### src/rtl/trap_redirect_ctrl_if.sv
// Redirect/CSR bus between the pipeline (master) and the trap redirect controller (slave).
// No handshake backpressure exists: inputs are sampled on every clock edge where stall=0, and
// pc_redirect/flush form a one-cycle strobe that fetch must act on in the cycle it is high.
interface trap_redirect_ctrl_if #(parameter int XLEN = 32);
  logic            ext_irq;
  logic            timer_irq;
  logic            stall;
  logic            ex_valid;
  logic [XLEN-1:0] ex_pc;
  logic            ex_mret;
  logic            ex_wfi;
  logic            ex_taken;
  logic [XLEN-1:0] ex_target;
  logic            csr_we;
  logic [11:0]     csr_addr;
  logic [XLEN-1:0] csr_wdata;
  logic [XLEN-1:0] csr_rdata;
  logic            pc_redirect;
  logic [XLEN-1:0] redirect_pc;
  logic            flush;
  logic            sleep;
  logic [1:0]      state_dbg;

  modport master (
    output ext_irq, timer_irq, stall, ex_valid, ex_pc, ex_mret, ex_wfi, ex_taken, ex_target,
           csr_we, csr_addr, csr_wdata,
    input  csr_rdata, pc_redirect, redirect_pc, flush, sleep, state_dbg
  );

  modport slave (
    input  ext_irq, timer_irq, stall, ex_valid, ex_pc, ex_mret, ex_wfi, ex_taken, ex_target,
           csr_we, csr_addr, csr_wdata,
    output csr_rdata, pc_redirect, redirect_pc, flush, sleep, state_dbg
  );
endinterface

### src/rtl/trap_redirect_ctrl.sv
// Trap/redirect sequencer beside EX: interrupt entry, mret, WFI sleep and branch redirects,
// arbitrated interrupt > mret > branch, plus the machine CSRs it owns.
module trap_redirect_ctrl #(
  parameter int              XLEN      = 32,
  parameter logic [XLEN-1:0] MTVEC_RST = 'h0001_0000
) (
  input logic                 clk,
  input logic                 rst,
  trap_redirect_ctrl_if.slave bus
);

  typedef enum logic [1:0] {ST_RUN = 2'd0, ST_ENTER = 2'd1, ST_SLEEP = 2'd2} state_t;

  localparam logic [XLEN-1:0] ALIGN_MASK = {{(XLEN-2){1'b1}}, 2'b00};

  state_t          state, state_nxt;
  logic            mstatus_mie, mstatus_mpie, mie_ext, mie_tmr;
  logic [XLEN-1:0] mtvec, mepc, mcause, wfi_pc;
  logic            redirect_q, sleep_q;
  logic [XLEN-1:0] redirect_pc_q;

  logic            pend_ext, pend_tmr, pend, take;
  logic            run_dec, trap_run, trap_sleep, wake_run, mret_now, br_now, sleep_enter;
  logic            csr_wr, trap_now, redir_now;
  logic [XLEN-1:0] redir_target, trap_epc, wfi_next;

  assign pend_ext = bus.ext_irq & mie_ext;
  assign pend_tmr = bus.timer_irq & mie_tmr;
  assign pend     = pend_ext | pend_tmr;
  assign take     = pend & mstatus_mie;
  assign wfi_next = wfi_pc + XLEN'(4);

  // Decode this cycle's decision; nothing is decided while stalled
  always_comb begin
    run_dec     = (state == ST_RUN) & bus.ex_valid & ~bus.stall;
    trap_run    = run_dec & take;
    mret_now    = run_dec & ~take & bus.ex_mret;
    br_now      = run_dec & ~take & ~bus.ex_mret & bus.ex_taken;
    sleep_enter = run_dec & ~take & ~bus.ex_mret & ~bus.ex_taken & bus.ex_wfi & ~pend;
    csr_wr      = run_dec & ~take & bus.csr_we;
    trap_sleep  = (state == ST_SLEEP) & ~bus.stall & pend & mstatus_mie;
    wake_run    = (state == ST_SLEEP) & ~bus.stall & pend & ~mstatus_mie;
    trap_now    = trap_run | trap_sleep;
    redir_now   = trap_now | mret_now | br_now | wake_run;
    trap_epc    = (trap_sleep ? wfi_next : bus.ex_pc) & ALIGN_MASK;
    if (trap_now)      redir_target = mtvec & ALIGN_MASK;
    else if (mret_now) redir_target = mepc;
    else if (br_now)   redir_target = bus.ex_target;
    else               redir_target = wfi_next;
  end

  // Next FSM state; ENTER lasts one unstalled cycle while the trap redirect is presented
  always_comb begin
    state_nxt = state;
    case (state)
      ST_RUN:   if (trap_run) state_nxt = ST_ENTER;
                else if (sleep_enter) state_nxt = ST_SLEEP;
      ST_ENTER: if (!bus.stall) state_nxt = ST_RUN;
      ST_SLEEP: if (trap_sleep) state_nxt = ST_ENTER;
                else if (wake_run) state_nxt = ST_RUN;
      default:  state_nxt = ST_RUN;
    endcase
  end

  // FSM state register
  always_ff @(posedge clk) begin
    if (!rst) state <= ST_RUN;
    else      state <= state_nxt;
  end

  // Registered redirect outputs and CSR updates; mret is applied after a CSR write so it wins
  always_ff @(posedge clk) begin
    if (!rst) begin
      redirect_q    <= 1'b0;
      redirect_pc_q <= '0;
      sleep_q       <= 1'b0;
      mstatus_mie   <= 1'b0;
      mstatus_mpie  <= 1'b0;
      mie_ext       <= 1'b0;
      mie_tmr       <= 1'b0;
      mtvec         <= MTVEC_RST;
      mepc          <= '0;
      mcause        <= '0;
      wfi_pc        <= '0;
    end else begin
      redirect_q <= redir_now;
      sleep_q    <= (state_nxt == ST_SLEEP);
      if (redir_now)   redirect_pc_q <= redir_target;
      if (sleep_enter) wfi_pc        <= bus.ex_pc;
      if (csr_wr) begin
        case (bus.csr_addr)
          12'h300: begin
            mstatus_mie  <= bus.csr_wdata[3];
            mstatus_mpie <= bus.csr_wdata[7];
          end
          12'h304: begin
            mie_ext <= bus.csr_wdata[11];
            mie_tmr <= bus.csr_wdata[7];
          end
          12'h305: mtvec <= bus.csr_wdata;
          12'h341: mepc  <= bus.csr_wdata & ALIGN_MASK;
          default: ;
        endcase
      end
      if (trap_now) begin
        mepc         <= trap_epc;
        mcause       <= {1'b1, {(XLEN-5){1'b0}}, (pend_ext ? 4'd11 : 4'd7)};
        mstatus_mpie <= mstatus_mie;
        mstatus_mie  <= 1'b0;
      end
      if (mret_now) begin
        mstatus_mie  <= mstatus_mpie;
        mstatus_mpie <= 1'b1;
      end
    end
  end

  // Combinational CSR read port
  always_comb begin
    case (bus.csr_addr)
      12'h300: bus.csr_rdata = {{(XLEN-8){1'b0}}, mstatus_mpie, 3'b000, mstatus_mie, 3'b000};
      12'h304: bus.csr_rdata = {{(XLEN-12){1'b0}}, mie_ext, 3'b000, mie_tmr, 7'b0000000};
      12'h305: bus.csr_rdata = mtvec;
      12'h341: bus.csr_rdata = mepc;
      12'h342: bus.csr_rdata = mcause;
      12'h344: bus.csr_rdata = {{(XLEN-12){1'b0}}, bus.ext_irq, 3'b000, bus.timer_irq, 7'b0000000};
      default: bus.csr_rdata = '0;
    endcase
  end

  assign bus.pc_redirect = redirect_q;
  assign bus.flush       = redirect_q;
  assign bus.redirect_pc = redirect_pc_q;
  assign bus.sleep       = sleep_q;
  assign bus.state_dbg   = state;

endmodule

### src/flat_wrapper.sv
// flat-port wrapper written by rule: the top's interface ports become plain ports
module trap_redirect_ctrl_flat 
#(
  parameter int              XLEN      = 32,
  parameter logic [XLEN-1:0] MTVEC_RST = 'h0001_0000
)
  (clk, rst, bus_ext_irq, bus_timer_irq, bus_stall, bus_ex_valid, bus_ex_pc, bus_ex_mret, bus_ex_wfi, bus_ex_taken, bus_ex_target, bus_csr_we, bus_csr_addr, bus_csr_wdata, bus_csr_rdata, bus_pc_redirect, bus_redirect_pc, bus_flush, bus_sleep, bus_state_dbg);
  trap_redirect_ctrl_if #(.XLEN(XLEN)) bus_i ();
  input logic clk;
  input logic rst;
  input wire logic [$bits(bus_i.ext_irq)-1:0] bus_ext_irq;
  input wire logic [$bits(bus_i.timer_irq)-1:0] bus_timer_irq;
  input wire logic [$bits(bus_i.stall)-1:0] bus_stall;
  input wire logic [$bits(bus_i.ex_valid)-1:0] bus_ex_valid;
  input wire logic [$bits(bus_i.ex_pc)-1:0] bus_ex_pc;
  input wire logic [$bits(bus_i.ex_mret)-1:0] bus_ex_mret;
  input wire logic [$bits(bus_i.ex_wfi)-1:0] bus_ex_wfi;
  input wire logic [$bits(bus_i.ex_taken)-1:0] bus_ex_taken;
  input wire logic [$bits(bus_i.ex_target)-1:0] bus_ex_target;
  input wire logic [$bits(bus_i.csr_we)-1:0] bus_csr_we;
  input wire logic [$bits(bus_i.csr_addr)-1:0] bus_csr_addr;
  input wire logic [$bits(bus_i.csr_wdata)-1:0] bus_csr_wdata;
  output wire logic [$bits(bus_i.csr_rdata)-1:0] bus_csr_rdata;
  output wire logic [$bits(bus_i.pc_redirect)-1:0] bus_pc_redirect;
  output wire logic [$bits(bus_i.redirect_pc)-1:0] bus_redirect_pc;
  output wire logic [$bits(bus_i.flush)-1:0] bus_flush;
  output wire logic [$bits(bus_i.sleep)-1:0] bus_sleep;
  output wire logic [$bits(bus_i.state_dbg)-1:0] bus_state_dbg;
  assign bus_i.ext_irq = bus_ext_irq;
  assign bus_i.timer_irq = bus_timer_irq;
  assign bus_i.stall = bus_stall;
  assign bus_i.ex_valid = bus_ex_valid;
  assign bus_i.ex_pc = bus_ex_pc;
  assign bus_i.ex_mret = bus_ex_mret;
  assign bus_i.ex_wfi = bus_ex_wfi;
  assign bus_i.ex_taken = bus_ex_taken;
  assign bus_i.ex_target = bus_ex_target;
  assign bus_i.csr_we = bus_csr_we;
  assign bus_i.csr_addr = bus_csr_addr;
  assign bus_i.csr_wdata = bus_csr_wdata;
  assign bus_csr_rdata = bus_i.csr_rdata;
  assign bus_pc_redirect = bus_i.pc_redirect;
  assign bus_redirect_pc = bus_i.redirect_pc;
  assign bus_flush = bus_i.flush;
  assign bus_sleep = bus_i.sleep;
  assign bus_state_dbg = bus_i.state_dbg;
  trap_redirect_ctrl #(.XLEN(XLEN), .MTVEC_RST(MTVEC_RST)) u_core (.clk(clk), .rst(rst), .bus(bus_i));
endmodule
### config.mk
export PLATFORM = sky130hd
export DESIGN_NAME = trap_redirect_ctrl_flat
export DESIGN_NICKNAME = d
export VERILOG_FILES = /design/src/rtl/trap_redirect_ctrl_if.sv /design/src/rtl/trap_redirect_ctrl.sv /design/src/flat_wrapper.sv
export SDC_FILE = /design/constraint.sdc
export NUM_CORES = 1
export LEC_CHECK = 0
export ABC_AREA = 1
export BUFFER_PORTS_ARGS = -buffer_cell sky130_fd_sc_hd__buf_2
export CAP_MARGIN = 20
export CORE_ASPECT_RATIO = 0.75
export CORE_UTILIZATION = 49
export CTS_BUF_LIST = sky130_fd_sc_hd__clkbuf_4 sky130_fd_sc_hd__clkbuf_8 sky130_fd_sc_hd__clkbuf_16
export DETAILED_ROUTE_END_ITERATION = 10
export GPL_ROUTABILITY_DRIVEN = 0
export PLACE_DENSITY = 0.83
export SKIP_LAST_GASP = 1
export SLEW_MARGIN = 0
export SYNTH_ARGS = -nofsm -noshare
export SYNTH_HDL_FRONTEND = slang
export SYNTH_SLANG_ARGS = --single-unit
### constraint.sdc
create_clock -name clk -period 1.7 [get_ports clk]
set_input_delay 0.34 -clock clk [delete_from_list [all_inputs] [get_ports clk]]
set_output_delay 0.34 -clock clk [all_outputs]
set_load 0.1 [all_outputs]
==> qor.csv, run 1 <==
stage;metric;value;unit
run_status;status;did not finish;
run_status;Exit stage;global routing (5_1_grt);
run_status;Err;[ERROR DPL-0038] Utilization greater than 100%, impossible to legalize;
synthesis;flops & latches, synth;137;
placement;pre-CTS setup slack;-0.4444;ns
synthesis;post-synth cell types;41;
clock_network;root buf cell;clkbuf_16;
floorplan;io pins;187;
sta;worst endpoint type;register input;
global_routing;largest net degree at the start of global routing;49;
synthesis;Avg Cell Area, Syn;6.609;µm²
placement;PortBufs;186;
synthesis;share of the yosys chip area belonging to registers;36.24;%
clock_network;CTS max path bufs;2;
placement;dpl hpwl;21520;µm
floorplan;Site Rows;38;
clock_network;clock sinks;137;
synthesis;Post-Synthesis Cells;1145;
synthesis;Post-synth EDFFs;0;
synthesis;Synth async-reset ratio;0;%
floorplan;die height;109.6;µm
clock_network;total CTS buffers;17;
synthesis;top_reg_cell synth;dfxtp_1;
synthesis;Yosys Warn Count;0;
synthesis;Syn Nets;1264;
floorplan;Die Wd;145.5;µm
clock_network;H-tree Lvls;4;
floorplan;Initial Util;51.18;%
sta;GRT worst endpoint;u_core.mepc[14]$_SDFFE_PN0P_/D;
synthesis;Mapped Area;7567;µm²
[cells in the mapped netlist (2+ instances only)]
master / n / area, µm²
nand2_2: 6 / 37.54
or2_2: 6 / 37.54
a22oi_1: 3 / 22.52
nand2_1: 206 / 773.2
nand4_1: 7 / 43.79
o2111ai_1: 2 / 17.52
buf_2: 12 / 60.06
a21oi_1: 103 / 515.5
xor2_1: 9 / 78.83
dfxtp_1: 137 / 2743
buf_1: 2 / 7.510
nor2_4: 2 / 22.52
buf_6: 5 / 56.30
a32o_1: 5 / 50.05
a31oi_1: 4 / 25.02
inv_1: 98 / 367.9
nor2_2: 10 / 62.56
nand3_1: 63 / 315.3
o211ai_1: 27 / 202.7
inv_2: 8 / 30.03
nor3_1: 11 / 55.05
clkbuf_2: 2 / 10.01
xnor2_1: 6 / 52.55
nor2_1: 157 / 589.3
a21oi_2: 7 / 61.31
clkbuf_1: 45 / 168.9
nor3_2: 2 / 20.02
buf_4: 4 / 30.03
o22ai_1: 28 / 175.2
a211oi_1: 17 / 127.6
o21ai_0: 141 / 705.7
[what timing repair did]
item | 4_1_cts
pin swaps | 73
buffers inserted | 39
endpoints found under the setup margin | 112
gates resized for setup | 215
hold buffers | 0
cloned | 24
[stage by stage]
| step | hold slack [ns] | setup TNS (ns) | std cells | instance area [µm²] |
|---|---|---|---|---|
| after CTS | 0.1511 | -12.40 | 1672 | 12810 |
| after floorplan | 0.4410 | -11.89 | 1145 | 8133 |
| after global placement | 0.4488 | -20.59 | 1577 | 10460 |
| after detailed placement | 0.4574 | -28.76 | 1577 | 10460 |
[kinds of logic after synthesis]
kind of cell	after synthesis	share of synthesized area [%]
simple gates	475	26.70
flops	137	36.24
compound gates	339	25.33
buf+inv	178	9.821
fa+ha+maj	1	0.1653
xor+xnor	15	1.736
==> inputs of run 2 (changes only) <==
--- a/config.mk
+++ b/config.mk
@@ -8,12 +8,10 @@
 export ABC_AREA = 1
 export BUFFER_PORTS_ARGS = -buffer_cell sky130_fd_sc_hd__buf_2
 export CAP_MARGIN = 20
-export CORE_ASPECT_RATIO = 0.75
-export CORE_UTILIZATION = 49
-export CTS_BUF_LIST = sky130_fd_sc_hd__clkbuf_4 sky130_fd_sc_hd__clkbuf_8 sky130_fd_sc_hd__clkbuf_16
+export CORE_UTILIZATION = 40
 export DETAILED_ROUTE_END_ITERATION = 10
 export GPL_ROUTABILITY_DRIVEN = 0
-export PLACE_DENSITY = 0.83
+export PLACE_DENSITY_LB_ADDON = 0.15
 export SKIP_LAST_GASP = 1
 export SLEW_MARGIN = 0
 export SYNTH_ARGS = -nofsm -noshare
==> constraint.sdc (replaced) <==
create_clock -name clk -period 2.2 [get_ports clk]
set_input_delay 0.44 -clock clk [delete_from_list [all_inputs] [get_ports clk]]
set_output_delay 0.44 -clock clk [all_outputs]
set_load 0.1 [all_outputs]
==> run 2 against run 1 <==
Compared with the run above: the flow now finishes without violations; synthesized area unchanged; synthesized cell count unchanged.
==> qor.csv, run 2 <==
stage;metric;value;unit;change
run_status;status;finished, final reports clean;;
global_routing;vias in the first global route;7908;;
synthesis;Synth top cells by count;nand2_1, nor2_1, o21ai_0;;
layout;Design Area, Final;10520;µm²;
layout;most frequent cells in the layout;nand2_1, nor2_1, buf_2, dfxtp_1, o21ai_0;;
floorplan;die area;19470;µm²;
sta;Worst-Margin Slew;0.5216;ns;
layout;multi-input logic area;4504;µm²;
detailed_routing;router iterations before antenna repair;5;;
detailed_routing;DRC viols;0;;
sta;Slew Limit Headroom;65.47;%;
setup_path;CP startpoint kind;primary input;;
synthesis;most common cell in the synthesized netlist;nand2_1;;
sta;unrepaired setup endpoints after global routing;yes;;
synthesis;Post-Synthesis Cells;1145;;unchanged
sta;minimum clock period;2.177;ns;
layout;fillcell total;1742;;
synthesis;top_reg_cell synth;dfxtp_1;;
layout;Area Growth Syn to Fin;39.07;%;
sta;final setup TNS;0;ns;
setup_path;crit-path cells;buf_2 > nor4_4 > buf_4 > nand4_1 > o2111ai_4 > buf_12;;
global_routing;Global Route Usage Sum;28.93;%;
clock_network;Clk pin slew, worst setup/hold paths;0.06;ns;
setup_path;Worst setup EP type;primary output;;
power;Peak supply drop;0.5445;mV;
setup_path;Worst path max stage delay;0.32;ns;
global_routing;largest net degree at the start of global routing;60;;
detailed_routing;Vias;8520;;
layout;sequential cell area;2745;µm²;
synthesis;post-synth cell types;41;;unchanged
synthesis;Synth async-reset ratio;0;%;unchanged
synthesis;Post-synth EDFFs;0;;unchanged
layout;layout cells sized above 1;26.99;%;
sta;Final Slew Violations;0;;
global_routing;first-pass GRT wire length;43320;µm;
synthesis;Area contributors post-synth;dfxtp_1, nand2_1, o21ai_0, nor2_1, a21oi_1;;
clock_network;CTS tree;done;;
setup_path;crit path max fanout;3;;
synthesis;Synth area leader;dfxtp_1;;
worst_hold_path;Hold Path Class;primary input to flop;;
sta;hold slack;0.2386;ns;
synthesis;share of the yosys chip area belonging to registers;36.24;%;unchanged
setup_path;Worst EP required;1.76;ns;
floorplan;io pins;187;;unchanged
synthesis;Yosys top cell area share;36.24;%;unchanged
clock_network;clk_lat worst skew;0.42;ns;
power;P_leak;4.351;nW;
floorplan;die height;139.5;µm;+27%
synthesis;Yosys Warn Count;0;;unchanged
clock_network;total CTS buffers;17;;unchanged
placement;dpl hpwl;20770;µm;-3.5%
floorplan;Site Rows;49;;+29%
sta;crit share post-route;98.98;%;
sta;maximum clock frequency;459.2;MHz;
setup_path;slowest CP cell;nor4_4;;
job;Max Cap Viol;0;;
layout;commonest non-fill, non-tap cell in the layout;nand2_1;;
clock_network;H-tree Lvls;4;;unchanged
power;Power Dens Cells;586.0;nW/µm²;
clock_network;root buf cell;clkbuf_16;;
detailed_routing;WL/cell;17.75;µm;
floorplan;Die Wd;139.5;µm;-4.1%
layout;final net count;1452;;
global_routing;initial antenna violation count;1;;
clock_network;CTS max path bufs;2;;unchanged
detailed_routing;DRT iter0 DRCs;745;;
global_routing;Remaining Overflow, GRT;0;;
layout;final std cells w/o fill;1575;;
clock_network;clock sinks;137;;unchanged
floorplan;Initial Util;41.42;%;-9.8 points
floorplan;Core Area;18270;µm²;
sta;clock skew;0.009329;ns;
synthesis;Avg Cell Area, Syn;6.609;µm²;unchanged
detailed_routing;final WL;27960;µm;
synthesis;flops & latches, synth;137;;unchanged
synthesis;Mapped Area;7567;µm²;unchanged
sta;Final Hold Fails;0;;
placement;placed cell area;9874;µm²;-5.6%
setup_path;crit path kind;primary input to primary output;;
detailed_routing;vias per inst;5.410;;
sta;Setup Viol. Count Final;0;;
synthesis;Syn Nets;1264;;unchanged
setup_path;worst path arrival time;1.74;ns;
detailed_routing;post-route ant nets;0;;
placement;PortBufs;186;;unchanged
placement;Placed Cells;1541;;-2.3%
-- run 2: cell counts after synthesis --
No cell type changed its count.
-- run 2: path summary, 6_finish.rpt --
path | start | endpoint | slack (ns) | cells past startpoint
setup / recovery | bus_csr_addr[7] | bus_csr_rdata[3] | 0.02 | 6
hold reg to reg | u_core.bus.redirect_pc[1]$_SDFFE_PN0P_ | u_core.bus.redirect_pc[1]$_SDFFE_PN0P_ | 0.47 | 2
setup reg to reg | u_core.wfi_pc[2]$_SDFFE_PN0P_ | u_core.bus.redirect_pc[28]$_SDFFE_PN0P_ | 0.21 | 13
hold / removal | bus_csr_wdata[1] | u_core.mtvec[1]$_SDFFE_PN0P_ | 0.24 | 3
-- run 2: critical path, delay by kind of cell --
family                 cells  cell delay, ns
AO/OA/AOI/OAI              1            0.28
AND/OR/NAND/NOR            2            0.50
buffers and inverters      3            0.52
-- run 2: power by group --
group / internal (mW) / switching, mW / leakage, nW
clock: 1.67 / 1.19 / 0.276
sequential: 2.53 / 0.0310 / 1.11
combinational: 0.217 / 0.531 / 2.97
total: 4.41 / 1.75 / 4.35
-- run 2: cell families (layout without fill, tap and decap cells) --
group	count (synthesis)	count (layout)	synth area share [%]
AO/OA/AOI/OAI	339	339	25.33
XOR/XNOR	15	15	1.736
adder cells (fa/ha/maj)	1	1	0.1653
buffers and inverters	178	378	9.821
flip-flops	137	137	36.24
other	0	1	0
AND/OR/NAND/NOR	475	475	26.70
-- run 2: what timing repair did --
action                     in CTS  in global routing
setup buffers                   2                  0
pin swaps                       4                  6
hold endpoints to repair        0                  0
setup endpoints to repair      11                 30
cloned                          0                  0
gates resized for setup         4                 11
hold buffers                    0                  0
-- run 2: final cells by class --
cell class	count	area share, %
multi-input cells	830	42.80
flip-flops and latches	137	26.08
repair buffers	239	18.99
clock buffers	17	4.042
inverters	108	3.912
well taps	229	2.723
clock inverters	14	1.427
diodes	1	0.02378
-- run 2: routing by layer --
metal	GRT usage, %	wire, µm	vias up
met5	0	0	-
met4	12.72	1087	0
met3	5.265	1954	54
met2	47.95	13210	368
met1	36.73	11710	3881
li1	-	-	4217
-- run 2: metrics by stage --
step	power [mW]	setup slack, ns	util (%)
finish	6.167	0.02251	57.60
global route	6.356	-0.04933	57.59
CTS	6.179	-0.008625	57.37
detailed placement	3.344	-0.06742	54.05
global placement	3.343	-0.03485	54.05
floorplan	3.065	-0.1780	-
No activity file was read; power rests on OpenSTA's default activity.
